===== config.mk =====
export PLATFORM = sky130hd
export DESIGN_NAME = decode_stage
export DESIGN_NICKNAME = d
export VERILOG_FILES = /design/src/rtl/rv_pkg.sv /design/src/rtl/imm_gen.sv /design/src/rtl/decode_stage.sv
export SDC_FILE = /design/constraint.sdc
export NUM_CORES = 1
export LEC_CHECK = 0
export BUFFER_PORTS_ARGS = -buffer_cell sky130_fd_sc_hd__buf_4
export CAP_MARGIN = 20
export CORE_ASPECT_RATIO = 0.7
export CORE_UTILIZATION = 55
export DETAILED_ROUTE_END_ITERATION = 8
export PLACE_DENSITY = 0.78
export SYNTH_ARGS = -nofsm -noshare
export SYNTH_HDL_FRONTEND = slang
export SYNTH_HIERARCHICAL = 1
export SYNTH_SLANG_ARGS = --single-unit

===== constraint.sdc =====
create_clock -name clk -period 9.8 [get_ports clk]
set_input_delay 2.45 -clock clk [delete_from_list [all_inputs] [get_ports clk]]
set_output_delay 2.45 -clock clk [all_outputs]
set_load 0.02 [all_outputs]

===== src/rtl/rv_pkg.sv =====
// RV32I shared decode definitions: base opcode classes, shift funct3 codes
// and the decoded-field record carried through the decode stage.
package rv_pkg;

    localparam logic [6:0] OP_R     = 7'b0110011;
    localparam logic [6:0] OP_I     = 7'b0010011;
    localparam logic [6:0] OP_LOAD  = 7'b0000011;
    localparam logic [6:0] OP_S     = 7'b0100011;
    localparam logic [6:0] OP_B     = 7'b1100011;
    localparam logic [6:0] OP_JAL   = 7'b1101111;
    localparam logic [6:0] OP_JALR  = 7'b1100111;
    localparam logic [6:0] OP_AUIPC = 7'b0010111;
    localparam logic [6:0] OP_LUI   = 7'b0110111;

    localparam logic [2:0] F3_SLL   = 3'b001;
    localparam logic [2:0] F3_SR    = 3'b101;

    typedef struct packed {
        logic [4:0] rs1;
        logic [4:0] rs2;
        logic [4:0] rd;
        logic [6:0] opcode;
        logic [2:0] funct3;
        logic [6:0] funct7;
        logic       uses_rs1;
        logic       uses_rs2;
        logic       writes_rd;
        logic       illegal;
    } dec_fields_t;

    localparam int DEC_FIELDS_W = $bits(dec_fields_t);

    // Shift-immediate forms carry a zero-extended shamt instead of a signed imm.
    function automatic logic is_shift_imm(input logic [6:0] opcode, input logic [2:0] funct3);
        return (opcode == OP_I) && ((funct3 == F3_SLL) || (funct3 == F3_SR));
    endfunction

endpackage


===== src/rtl/imm_gen.sv =====
// Combinational RV32I field, control-flag and immediate extraction,
// producing an XLEN-wide extended immediate.
module imm_gen
    import rv_pkg::*;
#(
    parameter int XLEN    = 32,
    parameter int SHAMT_W = $clog2(XLEN)
) (
    input  logic [31:0]     instr,
    output logic [XLEN-1:0] imm,
    output dec_fields_t     fields
);

    logic [11:0] i_imm_s;
    logic [11:0] s_imm_s;
    logic [12:0] b_imm_s;
    logic [20:0] j_imm_s;
    logic [31:0] u_imm_s;
    logic        writes_class_s;

    assign i_imm_s = instr[31:20];
    assign s_imm_s = {instr[31:25], instr[11:7]};
    assign b_imm_s = {instr[31], instr[7], instr[30:25], instr[11:8], 1'b0};
    assign j_imm_s = {instr[31], instr[19:12], instr[20], instr[30:21], 1'b0};
    assign u_imm_s = {instr[31:12], 12'b0};

    // Classify the opcode and select the matching immediate format.
    always_comb begin
        imm              = '0;
        writes_class_s   = 1'b0;
        fields           = '0;
        fields.rs1       = instr[19:15];
        fields.rs2       = instr[24:20];
        fields.rd        = instr[11:7];
        fields.opcode    = instr[6:0];
        fields.funct3    = instr[14:12];
        fields.funct7    = instr[31:25];
        case (instr[6:0])
            OP_R: begin
                fields.uses_rs1 = 1'b1;
                fields.uses_rs2 = 1'b1;
                writes_class_s  = 1'b1;
            end
            OP_I: begin
                fields.uses_rs1 = 1'b1;
                writes_class_s  = 1'b1;
                if (is_shift_imm(instr[6:0], instr[14:12])) begin
                    imm = XLEN'(instr[20 +: SHAMT_W]);
                end else begin
                    imm = XLEN'($signed(i_imm_s));
                end
            end
            OP_LOAD, OP_JALR: begin
                fields.uses_rs1 = 1'b1;
                writes_class_s  = 1'b1;
                imm             = XLEN'($signed(i_imm_s));
            end
            OP_S: begin
                fields.uses_rs1 = 1'b1;
                fields.uses_rs2 = 1'b1;
                imm             = XLEN'($signed(s_imm_s));
            end
            OP_B: begin
                fields.uses_rs1 = 1'b1;
                fields.uses_rs2 = 1'b1;
                imm             = XLEN'($signed(b_imm_s));
            end
            OP_JAL: begin
                writes_class_s  = 1'b1;
                imm             = XLEN'($signed(j_imm_s));
            end
            OP_LUI, OP_AUIPC: begin
                writes_class_s  = 1'b1;
                imm             = XLEN'($signed(u_imm_s));
            end
            default: begin
                fields.illegal  = 1'b1;
            end
        endcase
        // Writes to x0 are architecturally discarded, so they are not flagged.
        fields.writes_rd = writes_class_s && (instr[11:7] != 5'd0);
    end

endmodule


===== src/rtl/decode_stage.sv =====
// Registered RV32I decode stage: decodes on entry into a two-entry
// (main + skid) buffer with a valid/ready handshake on both sides.
module decode_stage
    import rv_pkg::*;
#(
    parameter int XLEN    = 32,
    parameter int PC_W    = 32,
    parameter int SHAMT_W = $clog2(XLEN)
) (
    input  logic            clk,
    input  logic            rst,
    input  logic            in_valid,
    output logic            in_ready,
    input  logic [31:0]     in_instr,
    input  logic [PC_W-1:0] in_pc,
    input  logic            flush,
    output logic            out_valid,
    input  logic            out_ready,
    output logic [PC_W-1:0] out_pc,
    output logic [4:0]      out_rs1,
    output logic [4:0]      out_rs2,
    output logic [4:0]      out_rd,
    output logic [XLEN-1:0] out_imm,
    output logic [6:0]      out_opcode,
    output logic [2:0]      out_funct3,
    output logic [6:0]      out_funct7,
    output logic            out_uses_rs1,
    output logic            out_uses_rs2,
    output logic            out_writes_rd,
    output logic            out_illegal
);

    logic [XLEN-1:0] dec_imm_s;
    dec_fields_t     dec_fields_s;

    logic            main_valid_r;
    dec_fields_t     main_fields_r;
    logic [XLEN-1:0] main_imm_r;
    logic [PC_W-1:0] main_pc_r;
    logic            skid_valid_r;
    dec_fields_t     skid_fields_r;
    logic [XLEN-1:0] skid_imm_r;
    logic [PC_W-1:0] skid_pc_r;
    logic            in_ready_r;

    logic            accept_s;
    logic            xfer_s;
    logic            main_valid_nxt_s;
    logic            skid_valid_nxt_s;
    logic            main_load_in_s;
    logic            main_load_skid_s;
    logic            skid_load_s;

    imm_gen #(
        .XLEN    (XLEN),
        .SHAMT_W (SHAMT_W)
    ) u_imm_gen (
        .instr  (in_instr),
        .imm    (dec_imm_s),
        .fields (dec_fields_s)
    );

    assign accept_s = in_valid && in_ready_r;
    assign xfer_s   = main_valid_r && out_ready;

    // Buffer occupancy and load selection; flush overrides any accept.
    always_comb begin
        main_valid_nxt_s = main_valid_r;
        skid_valid_nxt_s = skid_valid_r;
        main_load_in_s   = 1'b0;
        main_load_skid_s = 1'b0;
        skid_load_s      = 1'b0;
        if (flush) begin
            main_valid_nxt_s = 1'b0;
            skid_valid_nxt_s = 1'b0;
        end else if (!main_valid_r) begin
            main_valid_nxt_s = accept_s;
            main_load_in_s   = accept_s;
        end else if (skid_valid_r) begin
            if (xfer_s) begin
                main_load_skid_s = 1'b1;
                skid_valid_nxt_s = 1'b0;
            end else begin
                main_load_skid_s = 1'b0;
            end
        end else begin
            if (xfer_s) begin
                main_valid_nxt_s = accept_s;
                main_load_in_s   = accept_s;
            end else begin
                skid_valid_nxt_s = accept_s;
                skid_load_s      = accept_s;
            end
        end
    end

    // Entry registers; in_ready is precomputed so it never depends on out_ready.
    always_ff @(posedge clk or posedge rst) begin
        if (rst) begin
            main_valid_r  <= 1'b0;
            main_fields_r <= '0;
            main_imm_r    <= '0;
            main_pc_r     <= '0;
            skid_valid_r  <= 1'b0;
            skid_fields_r <= '0;
            skid_imm_r    <= '0;
            skid_pc_r     <= '0;
            in_ready_r    <= 1'b0;
        end else begin
            main_valid_r <= main_valid_nxt_s;
            skid_valid_r <= skid_valid_nxt_s;
            in_ready_r   <= !skid_valid_nxt_s;
            if (main_load_in_s) begin
                main_fields_r <= dec_fields_s;
                main_imm_r    <= dec_imm_s;
                main_pc_r     <= in_pc;
            end else if (main_load_skid_s) begin
                main_fields_r <= skid_fields_r;
                main_imm_r    <= skid_imm_r;
                main_pc_r     <= skid_pc_r;
            end
            if (skid_load_s) begin
                skid_fields_r <= dec_fields_s;
                skid_imm_r    <= dec_imm_s;
                skid_pc_r     <= in_pc;
            end
        end
    end

    assign in_ready      = in_ready_r;
    assign out_valid     = main_valid_r;
    assign out_pc        = main_pc_r;
    assign out_imm       = main_imm_r;
    assign out_rs1       = main_fields_r.rs1;
    assign out_rs2       = main_fields_r.rs2;
    assign out_rd        = main_fields_r.rd;
    assign out_opcode    = main_fields_r.opcode;
    assign out_funct3    = main_fields_r.funct3;
    assign out_funct7    = main_fields_r.funct7;
    assign out_uses_rs1  = main_fields_r.uses_rs1;
    assign out_uses_rs2  = main_fields_r.uses_rs2;
    assign out_writes_rd = main_fields_r.writes_rd;
    assign out_illegal   = main_fields_r.illegal;

endmodule


==> results.sh <==
export IMPL_hold_class="flop to flop"
export IMPL_clock_latency_ns=0.50
export IMPL_nets=1065
export IMPL_critical_path_most_common_cell="buf_4"
export IMPL_wl_mm=25.7
export IMPL_outcome="complete, no violations"
export IMPL_powerDensity_nw_per_um2=190
export IMPL_finalPower_uw=2370
export IMPL_syn_inst=906
export IMPL_min_delay_start="skid_pc_r[26]"
export IMPL_post_dp_cell_area_um2=11700
export IMPL_grt_max_degree=147
export IMPL_row_count=42
export IMPL_io_buffers=170
export IMPL_syn2layout_area_growth_pct=16.6
export IMPL_crit_type="input port to flop"
export IMPL_setup_viol=0
export IMPL_firstDrtPassIters=5
export IMPL_fin_crit_sh=0.491
export IMPL_drv_cap=0
export IMPL_cp_startpoint="out_ready"
export IMPL_grt_pass1_wl_mm=42.0
export IMPL_detail_route_antenna_nets=0
export IMPL_final_max_slew_viol_count=0
export IMPL_synth_top_cell_area_share=0.474
export IMPL_max_freq_mhz=208
export IMPL_cp_required_ns=10.18
export IMPL_route_detailed_drc=0
export IMPL_tightest_slew_ns=1.03
export IMPL_setup_worst_path_start_class="input port"
export IMPL_cp_top_family="buffers and inverters"
export IMPL_tritoncts_num_buffers=21
export IMPL_die_h_um=119
export IMPL_ys_ff_latch=203
export IMPL_ys_flop_type="dfrtp_1"
export IMPL_hold_viol=0
export IMPL_synthArstFlopShare=1.00
export IMPL_cts_sinks=203
export IMPL_cts_tree="done"
export IMPL_cts_path_max_buffers=3
export IMPL_antenna_found_initial=0
export IMPL_syn_area_um2=10700
export IMPL_synth_area_leader_cell="dfrtp_1"
export IMPL_finalSetupTns_ns=0
export IMPL_vias_per_cell=5.92
export IMPL_ctsHoldBuffers=0
export IMPL_diodes=0
export IMPL_crit_buf_inv=2
export IMPL_ys_types=48
export IMPL_first_global_vias=7535
export IMPL_layout_drive_gt1_share=0.326
export IMPL_grt_overflow_total=0
export IMPL_cts_setup_buffers=0
export IMPL_core_area_um2=19000
export IMPL_place_gp_congestion=0.848
export IMPL_avgSynthCellArea_um2=11.8
export IMPL_crit_path_end_kind="flop"
export IMPL_reg2reg_from="skid_valid_r"
export IMPL_postCtsResizedCells=0
export IMPL_ys_warnings_count=6
export IMPL_routed_via_count=7540
export IMPL_fin_crit_ns=4.81
export IMPL_critical_path_max_stage_delay_ns=0.88
export IMPL_synth_edff_count=0
export IMPL_final_cell_area_um2=12500
export IMPL_avgRoutedWirePerCell_um=20.2
export IMPL_cp_data_arrival_time_ns=5.20
export IMPL_cts_clk_slew_worst_paths_ns=0.06
export IMPL_grt_setup_unrepaired="no"
export IMPL_cts_htree_levels=1
export IMPL_finClkSkew_ns=0.0102
export IMPL_track_usage=0.264
export IMPL_ir_worst_vdd_mv=0.0914
export IMPL_root_buffer="clkbuf_16"
export IMPL_drtIter0Drc=472
export IMPL_io_pins=171
export IMPL_die_area_um2=20100
export IMPL_leakage_uw=0.00567
export IMPL_seq_area_frac_synth=0.474
export IMPL_die_w_um=169
export IMPL_slew_headroom=0.315
export IMPL_cp_max_fo=55
export IMPL_synth_nets=975
export IMPL_hpwlAfterDp_mm=15.3
export IMPL_critPathSlowestCell="buf_4"
export IMPL_start_util=0.565
export IMPL_cp_cell_sequence="buf_4 -> nor2b_4 -> o21a_4 -> buf_4 -> mux2_4"
export IMPL_fillers=1436
export IMPL_whs_ns=0.484
export IMPL_ys_top_cells_by_area="dfrtp_1, o311ai_2, mux2_1"
## routing by layer
metal / routed length [um] / share of wire / global-route usage
met4: 568 / 0.022 / 0.0705
met5: 0 / 0 / 0
met3: 1620 / 0.063 / 0.0429
met1: 12300 / 0.48 / 0.405
met2: 11200 / 0.44 / 0.386
## sequential cells by signal, indices dropped and copies added, names as in the netlist
register and count:
out_uses_rs2 1, out_valid 1, out_pc 32, out_illegal 1, out_writes_rd 1, skid_fields_r 36
out_funct3 3, out_funct7 7, out_rs1 5, out_rs2 5, out_opcode 7, skid_valid_r 1
out_rd 5, in_ready 1, skid_imm_r 32, out_uses_rs1 1, skid_pc_r 32, out_imm 32
## power breakdown
part | internal, uW | switching [uW] | total [uW]
sequential | 982 | 80.9 | 1060
clock | 496 | 323 | 820
combinational | 229 | 258 | 487
## cells by family (layout without fill, tap and decap cells)
family,count (synthesis),after routing,synth area share
buffers and inverters,217,320,0.103
flip-flops,203,203,0.474
multiplexers,104,104,0.110
AO/OA/AOI/OAI,236,236,0.248
AND/OR/NAND/NOR,146,146,0.0651
## through the flow
step / setup WS (ns) / utilization / cells
after floorplan: 1.81 / - / 906
after global placement: 4.48 / 0.618 / 1234
after detailed placement: 4.47 / 0.618 / 1234
after CTS: 4.98 / 0.654 / 1270
after global routing: 4.88 / 0.659 / 1273
final: 4.99 / 0.659 / 1273
## cells in the mapped netlist, types with 2 or more instances
master,count
dfrtp_1,203
or2_1,2
mux2_4,2
a31oi_4,2
buf_2,10
and3_1,4
o21ai_0,3
clkbuf_1,34
buf_1,9
mux2_2,2
o311ai_2,98
mux2_1,100
buf_6,13
a31oi_1,2
a21o_1,19
nand3_1,4
nor2b_1,8
inv_1,102
a22o_1,4
buf_4,48
a21oi_1,2
o21a_1,2
nand2_1,108
o211ai_1,98
nor2_1,4
## final timing paths
kind | endpoint | slack (ns) | depth (start not counted)
setup / recovery | out_pc[2] | 4.99 | 5
hold / removal | skid_pc_r[26] | 0.48 | 1
setup reg to reg | out_pc[2] | 6.62 | 4
hold reg to reg | skid_pc_r[26] | 0.48 | 1
max in group asynchronous | out_funct7[5] | 6.33 | 4
min in group asynchronous | out_pc[8] | 2.06 | 2
## cell usage in the layout, fill, tap and decap left out, types with 2 or more instances in the layout
cell type  instances
o311ai_2          98
clkinv_2           3
nor2b_1            7
dfrtp_1          203
bufinv_16          3
a31oi_1            2
nand2_1          108
mux2_4             2
mux2_1           100
a21o_1            19
mux2_2             2
nor2_1             4
nand3_1            4
and3_1             4
o211ai_1          98
buf_16             3
a31oi_4            2
a22o_1             4
clkbuf_1           7
buf_4            177
clkbuf_8           3
o21ai_0            3
inv_1            101
clkbuf_16         21
or2_1              2
a21oi_1            2
## layout make-up
| cell class | count | area, um^2 | area share |
|---|---|---|---|
| flip-flops and latches | 203 | 5080 | 0.407 |
| multi-input cells | 486 | 4570 | 0.365 |
| repair buffers | 181 | 1430 | 0.115 |
| clock buffers | 31 | 593 | 0.0475 |
| inverters | 103 | 395 | 0.0316 |
| well taps | 264 | 330 | 0.0264 |
| clock inverters | 5 | 100 | 0.00801 |
Note: power is estimated with default switching activity, not from simulation.
